### src/rtl/irq_pkg.sv
//------------------------------------------------------------------------------
// Module : irq_pkg
// Brief  : Shared vector constants and FSM state encoding for irq_vector_ctrl.
// Rev    : 1.0
//------------------------------------------------------------------------------
`default_nettype none

package irq_pkg;

    localparam logic [15:0] VEC_NMI   = 16'hFFFA;
    localparam logic [15:0] VEC_RESET = 16'hFFFC;
    localparam logic [15:0] VEC_IRQ   = 16'hFFFE;

    typedef enum logic [1:0] {
        IDLE    = 2'd0,
        ARMED   = 2'd1,
        LO_DONE = 2'd2
    } irq_state_e;

endpackage

`default_nettype wire

### src/rtl/irq_vector_ctrl_if.sv
//------------------------------------------------------------------------------
// Module : irq_vector_ctrl_if
// Brief  : CPU-side handshake between the core and the interrupt front-end.
// Rev    : 1.0
//------------------------------------------------------------------------------
`default_nettype none

interface irq_vector_ctrl_if;

    logic        sample;
    logic        vec_fetch;
    logic        vec_hi;
    logic        i_flag;
    logic        take_int;
    logic        is_reset;
    logic        is_nmi;
    logic [2:0]  int_id;
    logic [15:0] vec_addr;

    modport master (
        output sample, vec_fetch, vec_hi, i_flag,
        input  take_int, is_reset, is_nmi, int_id, vec_addr
    );

    modport slave (
        input  sample, vec_fetch, vec_hi, i_flag,
        output take_int, is_reset, is_nmi, int_id, vec_addr
    );

endinterface

`default_nettype wire

### src/rtl/irq_edge_latch.sv
//------------------------------------------------------------------------------
// Module : irq_edge_latch
// Brief  : Rising-edge detector with freeze and a set-over-clear sticky latch.
// Rev    : 1.0
//------------------------------------------------------------------------------
`default_nettype none

module irq_edge_latch (
    input  wire logic clk,
    input  wire logic ce,
    input  wire logic reset,
    input  wire logic din,
    input  wire logic freeze,
    input  wire logic clr,
    output logic      latch
);

    logic r_last;
    logic r_latch;
    logic w_rise;

    // While frozen the history is held too, so an edge during the freeze is seen afterwards.
    assign w_rise = din & ~r_last & ~freeze;

    always_ff @(posedge clk) begin
        if (reset) begin
            r_last  <= 1'b0;
            r_latch <= 1'b0;
        end else if (ce) begin
            if (!freeze) begin
                r_last <= din;
            end
            r_latch <= w_rise | (r_latch & ~clr);
        end
    end

    assign latch = r_latch;

endmodule

`default_nettype wire

### src/rtl/irq_vector_ctrl.sv
//------------------------------------------------------------------------------
// Module : irq_vector_ctrl
// Brief  : NMI + NUM_IRQ channel interrupt front-end with vector tracking/ack.
// Rev    : 1.0
//------------------------------------------------------------------------------
`default_nettype none

module irq_vector_ctrl
    import irq_pkg::*;
#(
    parameter int          NUM_IRQ      = 4,
    parameter logic [NUM_IRQ-1:0] EDGE_MASK = '0,
    parameter int          VECTORED     = 0,
    parameter logic [15:0] IRQ_TBL_BASE = 16'hFFE0
) (
    input  wire logic               clk,
    input  wire logic               ce,
    input  wire logic               reset,
    input  wire logic               nmi,
    input  wire logic [NUM_IRQ-1:0] irq,
    input  wire logic [NUM_IRQ-1:0] irq_en,
    output logic      [NUM_IRQ-1:0] pending,
    irq_vector_ctrl_if.slave        cpu
);

    irq_state_e         r_state, w_state_n;
    logic               r_take_int, w_take_int_n;
    logic               r_is_reset, w_is_reset_n;
    logic               r_is_nmi,   w_is_nmi_n;
    logic [2:0]         r_int_id,   w_int_id_n;
    logic               w_ack;
    logic               w_ack_nmi;
    logic               w_ack_irq;
    logic               w_nmi_latch;
    logic [NUM_IRQ-1:0] w_req;
    logic               w_any;
    logic [2:0]         w_sel;
    logic [15:0]        w_base;

    irq_edge_latch u_nmi_latch (
        .clk    (clk),
        .ce     (ce),
        .reset  (reset),
        .din    (nmi),
        .freeze (cpu.vec_fetch | r_is_reset),
        .clr    (w_ack_nmi),
        .latch  (w_nmi_latch)
    );

    for (genvar k = 0; k < NUM_IRQ; k++) begin : g_chan
        if (EDGE_MASK[k]) begin : g_edge
            irq_edge_latch u_latch (
                .clk    (clk),
                .ce     (ce),
                .reset  (reset),
                .din    (irq[k]),
                .freeze (1'b0),
                .clr    (w_ack_irq && (r_int_id == 3'(k))),
                .latch  (pending[k])
            );
        end else begin : g_level
            assign pending[k] = irq[k] & irq_en[k];
        end
    end

    assign w_req = pending & irq_en & {NUM_IRQ{~cpu.i_flag}};

    // Lowest index wins: scan from the top so the last hit is the smallest k.
    always_comb begin
        w_any = 1'b0;
        w_sel = 3'd0;
        for (int k = NUM_IRQ - 1; k >= 0; k--) begin
            if (w_req[k]) begin
                w_any = 1'b1;
                w_sel = 3'(k);
            end
        end
    end

    always_ff @(posedge clk) begin
        if (reset) begin
            r_state    <= ARMED;
            r_take_int <= 1'b1;
            r_is_reset <= 1'b1;
            r_is_nmi   <= 1'b0;
            r_int_id   <= 3'd0;
        end else if (ce) begin
            r_state    <= w_state_n;
            r_take_int <= w_take_int_n;
            r_is_reset <= w_is_reset_n;
            r_is_nmi   <= w_is_nmi_n;
            r_int_id   <= w_int_id_n;
        end
    end

    always_comb begin
        w_state_n    = r_state;
        w_take_int_n = r_take_int;
        w_is_reset_n = r_is_reset;
        w_is_nmi_n   = r_is_nmi;
        w_int_id_n   = r_int_id;
        w_ack        = 1'b0;
        case (r_state)
            IDLE: begin
                if (cpu.sample) begin
                    if (w_nmi_latch) begin
                        w_take_int_n = 1'b1;
                        w_is_nmi_n   = 1'b1;
                        w_state_n    = ARMED;
                    end else if (w_any) begin
                        w_take_int_n = 1'b1;
                        w_int_id_n   = w_sel;
                        w_state_n    = ARMED;
                    end
                end
            end
            ARMED: begin
                if (cpu.vec_fetch && !cpu.vec_hi) begin
                    w_state_n = LO_DONE;
                end
            end
            LO_DONE: begin
                if (cpu.vec_fetch && cpu.vec_hi) begin
                    w_ack        = 1'b1;
                    w_take_int_n = 1'b0;
                    w_is_reset_n = 1'b0;
                    w_is_nmi_n   = 1'b0;
                    w_state_n    = IDLE;
                end
            end
            default: w_state_n = IDLE;
        endcase
    end

    // The reset sequence owns no source, so its ack clears nothing.
    assign w_ack_nmi = w_ack & r_is_nmi & ~r_is_reset;
    assign w_ack_irq = w_ack & ~r_is_nmi & ~r_is_reset;

    always_comb begin
        w_base = VEC_IRQ;
        if (r_is_reset) begin
            w_base = VEC_RESET;
        end else if (r_is_nmi) begin
            w_base = VEC_NMI;
        end else if (VECTORED != 0) begin
            w_base = IRQ_TBL_BASE + {12'd0, r_int_id, 1'b0};
        end
    end

    assign cpu.vec_addr = w_base | {15'd0, cpu.vec_hi};
    assign cpu.take_int = r_take_int;
    assign cpu.is_reset = r_is_reset;
    assign cpu.is_nmi   = r_is_nmi;
    assign cpu.int_id   = r_int_id;

endmodule

`default_nettype wire

### src/flat_wrapper.sv
// flat-port wrapper written by rule: the top's interface ports become plain ports
module irq_vector_ctrl_flat import irq_pkg::*;
#(
    parameter int          NUM_IRQ      = 4,
    parameter logic [NUM_IRQ-1:0] EDGE_MASK = '0,
    parameter int          VECTORED     = 0,
    parameter logic [15:0] IRQ_TBL_BASE = 16'hFFE0
)
  (clk, ce, reset, nmi, irq, irq_en, pending, cpu_sample, cpu_vec_fetch, cpu_vec_hi, cpu_i_flag, cpu_take_int, cpu_is_reset, cpu_is_nmi, cpu_int_id, cpu_vec_addr);
  irq_vector_ctrl_if cpu_i ();
  input  wire logic clk;
  input  wire logic ce;
  input  wire logic reset;
  input  wire logic nmi;
  input  wire logic [NUM_IRQ-1:0] irq;
  input  wire logic [NUM_IRQ-1:0] irq_en;
  output logic      [NUM_IRQ-1:0] pending;
  input wire logic [$bits(cpu_i.sample)-1:0] cpu_sample;
  input wire logic [$bits(cpu_i.vec_fetch)-1:0] cpu_vec_fetch;
  input wire logic [$bits(cpu_i.vec_hi)-1:0] cpu_vec_hi;
  input wire logic [$bits(cpu_i.i_flag)-1:0] cpu_i_flag;
  output wire logic [$bits(cpu_i.take_int)-1:0] cpu_take_int;
  output wire logic [$bits(cpu_i.is_reset)-1:0] cpu_is_reset;
  output wire logic [$bits(cpu_i.is_nmi)-1:0] cpu_is_nmi;
  output wire logic [$bits(cpu_i.int_id)-1:0] cpu_int_id;
  output wire logic [$bits(cpu_i.vec_addr)-1:0] cpu_vec_addr;
  assign cpu_i.sample = cpu_sample;
  assign cpu_i.vec_fetch = cpu_vec_fetch;
  assign cpu_i.vec_hi = cpu_vec_hi;
  assign cpu_i.i_flag = cpu_i_flag;
  assign cpu_take_int = cpu_i.take_int;
  assign cpu_is_reset = cpu_i.is_reset;
  assign cpu_is_nmi = cpu_i.is_nmi;
  assign cpu_int_id = cpu_i.int_id;
  assign cpu_vec_addr = cpu_i.vec_addr;
  irq_vector_ctrl #(.NUM_IRQ(NUM_IRQ), .EDGE_MASK(EDGE_MASK), .VECTORED(VECTORED), .IRQ_TBL_BASE(IRQ_TBL_BASE)) u_core (.clk(clk), .ce(ce), .reset(reset), .nmi(nmi), .irq(irq), .irq_en(irq_en), .pending(pending), .cpu(cpu_i));
endmodule
### config.mk
export PLATFORM = sky130hd
export DESIGN_NAME = irq_vector_ctrl_flat
export DESIGN_NICKNAME = d
export VERILOG_FILES = /design/src/rtl/irq_pkg.sv /design/src/rtl/irq_vector_ctrl_if.sv /design/src/rtl/irq_edge_latch.sv /design/src/rtl/irq_vector_ctrl.sv /design/src/flat_wrapper.sv
export SDC_FILE = /design/constraint.sdc
export NUM_CORES = 1
export LEC_CHECK = 0
export CAP_MARGIN = 20
export CELL_PAD_IN_SITES_DETAIL_PLACEMENT = 2
export CELL_PAD_IN_SITES_GLOBAL_PLACEMENT = 2
export CORE_ASPECT_RATIO = 1.25
export CORE_MARGIN = 1
export CORE_UTILIZATION = 16
export DETAILED_ROUTE_END_ITERATION = 7
export MAX_ROUTING_LAYER = met4
export PLACE_DENSITY = 0.86
export SKIP_CTS_REPAIR_TIMING = 1
export SYNTH_ARGS = -nofsm -noshare
export SYNTH_HDL_FRONTEND = slang
export SYNTH_HIERARCHICAL = 1
export SYNTH_SLANG_ARGS = --single-unit
### constraint.sdc
create_clock -name clk -period 1.4 [get_ports clk]
set_input_delay 0.28 -clock clk [delete_from_list [all_inputs] [get_ports clk]]
set_output_delay 0.28 -clock clk [all_outputs]
set_load 0.03 [all_outputs]
==> metrics <==
outcome finished, final reports clean; sequential share of power 35.8%; worst hold path class reg2reg; via count of the first global-routing pass 648; Hold Violations, Final 0; fin. max-slew vios 0; worst reg2reg path depth 3; final core utilization 27.55%; Max Clock Freq 0.7419 GHz; register bit count reported by yosys 9; worst slack, placed -0.1916 ns; worst endpoint data arrival time 1.07 ns; final setup violation count 0; leak pwr 0.5054 nW; initial cell density of the core 16.74%; maximum clock insertion buffer count 2; CP required 1.12 ns; cell count after placement 145; per-cell routed wire length 12.23 microns; Total Routed Length 1.823 mm; endpoint of the worst-slack reg-to-reg timing path u_core/cpu.take_int$_SDFFE_PP1P_; core footprint 3483 sq um; wire length of the first global-routing pass 2.842 mm; Final min period 1.348 ns; Core Rows 24; CTS Buf Count 3; clock transition at the register clock pins on the worst setup and hold paths after CTS 0.04 ns; clk sink count 9; Distinct cells, synth 26; iteration count of the initial detailed-routing pass 3; GRT overflow 0; area growth from synthesis to layout 64.59%; post-detailed-route via-to-cell ratio 4.114; Synth Instances 75; ratio of total power to cell area 782.8 nW/um^2; number of routed nets with antenna violations 0; count of vias placed by the detailed router 613; Crit Path Category in2out; HP Start u_core/cpu.take_int$_SDFFE_PP1P_; overall global routing resource usage 9.723%; kind of end point of the critical path output pin; maxcap violations 0; CP max FO 3; relative contribution of combinational cells to total power 24.5%; Critical-path top delay cell clkdlybuf4s50_1; endpoint of the worst hold-timing path u_core/cpu.take_int$_SDFFE_PP1P_; Final Instance Count excl. Fillers 149; startpoint of the lowest-slack register-to-register path u_core/r_state[1]$_SDFFE_PP0P_; Detail Placement HPWL 1.509 mm; worst hold path stage count 1; number of antenna violations at the first check in global routing 0; Max Clock Skew 0.0004072 ns; area enclosed by the die boundary 3891 sq um; Buffers on Ports 27; start point of the critical path irq_en[2]; longest individual stage delay on the worst path 0.47 ns; num ports 42; Worst Setup Start Kind input port; final weighted congestion in routability-driven placement 0.7256; count of nets after finishing 127; Yosys warning total 6; Final Cycle Share 96.28%; Root Buffer Master clkbuf_8; cell area after technology mapping 583.1 sq um; worst setup slack for register-to-register paths 0.07 ns; clock share of power 39.6%; height of the chip 69.49 microns; initial DRC count 1; Residual DRC 0; sequential-to-total area share from yosys stat 30.90%; ANT cells 0; cell-by-cell trace of the critical path clkdlybuf4s50_1 -> nand2_1 -> inv_1 -> buf_6; worst vdd ir 0.0002076 V; Mean Syn Cell Area 7.774 sq um; Total Neg Setup Slack 0 ns; post-layout worst setup margin 0.05205 ns; Power Total 0.0007513 W; share of layout cells above drive strength 1 21.82%; internal power 0.0005355 W; horizontal die dimension 56.00 microns; CTS tree done; net switching power 0.0002158 W; pin count of the biggest net entering global routing 10; Sw Ratio 28.72%; H-Tree Level Count 1; clock latency at the later pin of the worst-skew pair 0.23 ns
## worst max-delay path, delay by kind of cell
kind,cells,cell delay [ns]
buffers and inverters,3,0.69
AND/OR/NAND/NOR,1,0.09
## sequential cells by signal (all words and copies together), names as in the netlist
name,count
u_core/cpu.int_id,2
u_core/cpu.is_nmi,1
u_core/cpu.is_reset,1
u_core/cpu.take_int,1
u_core/r_state,2
u_core/u_nmi_latch/latch,1
u_core/u_nmi_latch/r_last,1
## area by class of cell
class | instances | area, sq um
Sequential cell | 9 | 182.7
Tap cell | 39 | 48.80
Fill cell | 418 | 2524
Inverter | 7 | 26.28
Multi-Input combinational cell | 56 | 317.8
Timing Repair Buffer | 34 | 339.1
Clock buffer | 4 | 45.04
## cell usage in the layout (no fill, tap or decap), types with 2 or more instances in the layout
| cell | netlist | final |
|---|---|---|
| nand2_1 | 9 | 8 |
| dlymetal6s2s_1 | 0 | 8 |
| dfxtp_2 | 0 | 2 |
| a21oi_1 | 6 | 6 |
| buf_6 | 0 | 3 |
| conb_1 | 2 | 14 |
| inv_1 | 7 | 6 |
| buf_4 | 15 | 10 |
| mux2i_1 | 2 | 2 |
| o21ai_0 | 3 | 3 |
| clkdlybuf4s50_1 | 0 | 13 |
| nor2_1 | 3 | 3 |
| a21o_1 | 3 | 3 |
| dfxtp_1 | 9 | 7 |
| clkbuf_8 | 0 | 3 |
## worst max-delay path by stage
stage | to | slack (ns) | cells past startpoint
after global routing | pending[2] | -0.005 | 4
final | pending[2] | 0.05 | 4
after floorplan | cpu_vec_addr[2] | 0.08 | 2
after global placement | u_core/cpu.int_id[1]$_SDFFE_PP0P_ | -0.15 | 6
after detailed placement | u_core/u_nmi_latch/latch$_SDFFE_PP0P_ | -0.19 | 6
after CTS | cpu_vec_addr[1] | -0.21 | 2
## routing by layer
layer,track usage [%],part of all wire (%),up-vias
met5,-,0,-
met4,4.065,0,0
met3,3.172,8.4,0
met2,17.59,56,34
met1,9.321,36,287
li1,-,-,292
## stage by stage
step	hold WS [ns]	area [sq um]
final	0.4618	959.7
after global routing	0.4897	959.7
after CTS	0.4806	917.1
after detailed placement	0.4749	872.1
after global placement	0.4492	872.1
after floorplan	0.3491	628.1
## cells in the mapped netlist (all sizes together)
cell type  count  share of area, %
nor2           3               1.9
and3           1               1.1
nand2b         1               1.1
conb           2               1.3
nor4           1               1.1
buf           15                19
or4            1               1.3
mux2i          2               3.4
inv            7               4.5
or2            1               1.1
nor3b          1               1.3
a32oi          1               1.5
nand2          9               5.8
a211oi         1               1.3
o21ai          3               2.6
a41oi          1               1.5
a21o           3               3.9
o22a           1               1.5
a21oi          6               5.2
dfxtp          9                31
and4b          1               1.9
nor2b          2               3.4
nor3           1              0.86
nand4b         1               1.5
nand3          1              0.86
## kinds of logic after synthesis
| logic type | after synthesis | share of synthesized area (%) |
|---|---|---|
| buffers and inverters | 22 | 23.82 |
| AND/OR/NAND/NOR | 24 | 23.18 |
| other | 2 | 1.288 |
| multiplexers | 2 | 3.434 |
| AO/OA/AOI/OAI | 16 | 17.38 |
| flip-flops | 9 | 30.90 |
## power groups by stage
stage	clock (W)	sequential, W	combinational, W
2_1_floorplan	0	0.000271	0.000127
3_3_place_gp	0	0.000272	0.000174
3_5_place_dp	0	0.000272	0.000180
4_1_cts	0.000311	0.000268	0.000180
5_1_grt	0.000319	0.000270	0.000198
6_report	0.000298	0.000269	0.000184
Power figures use the tool's default switching activity.
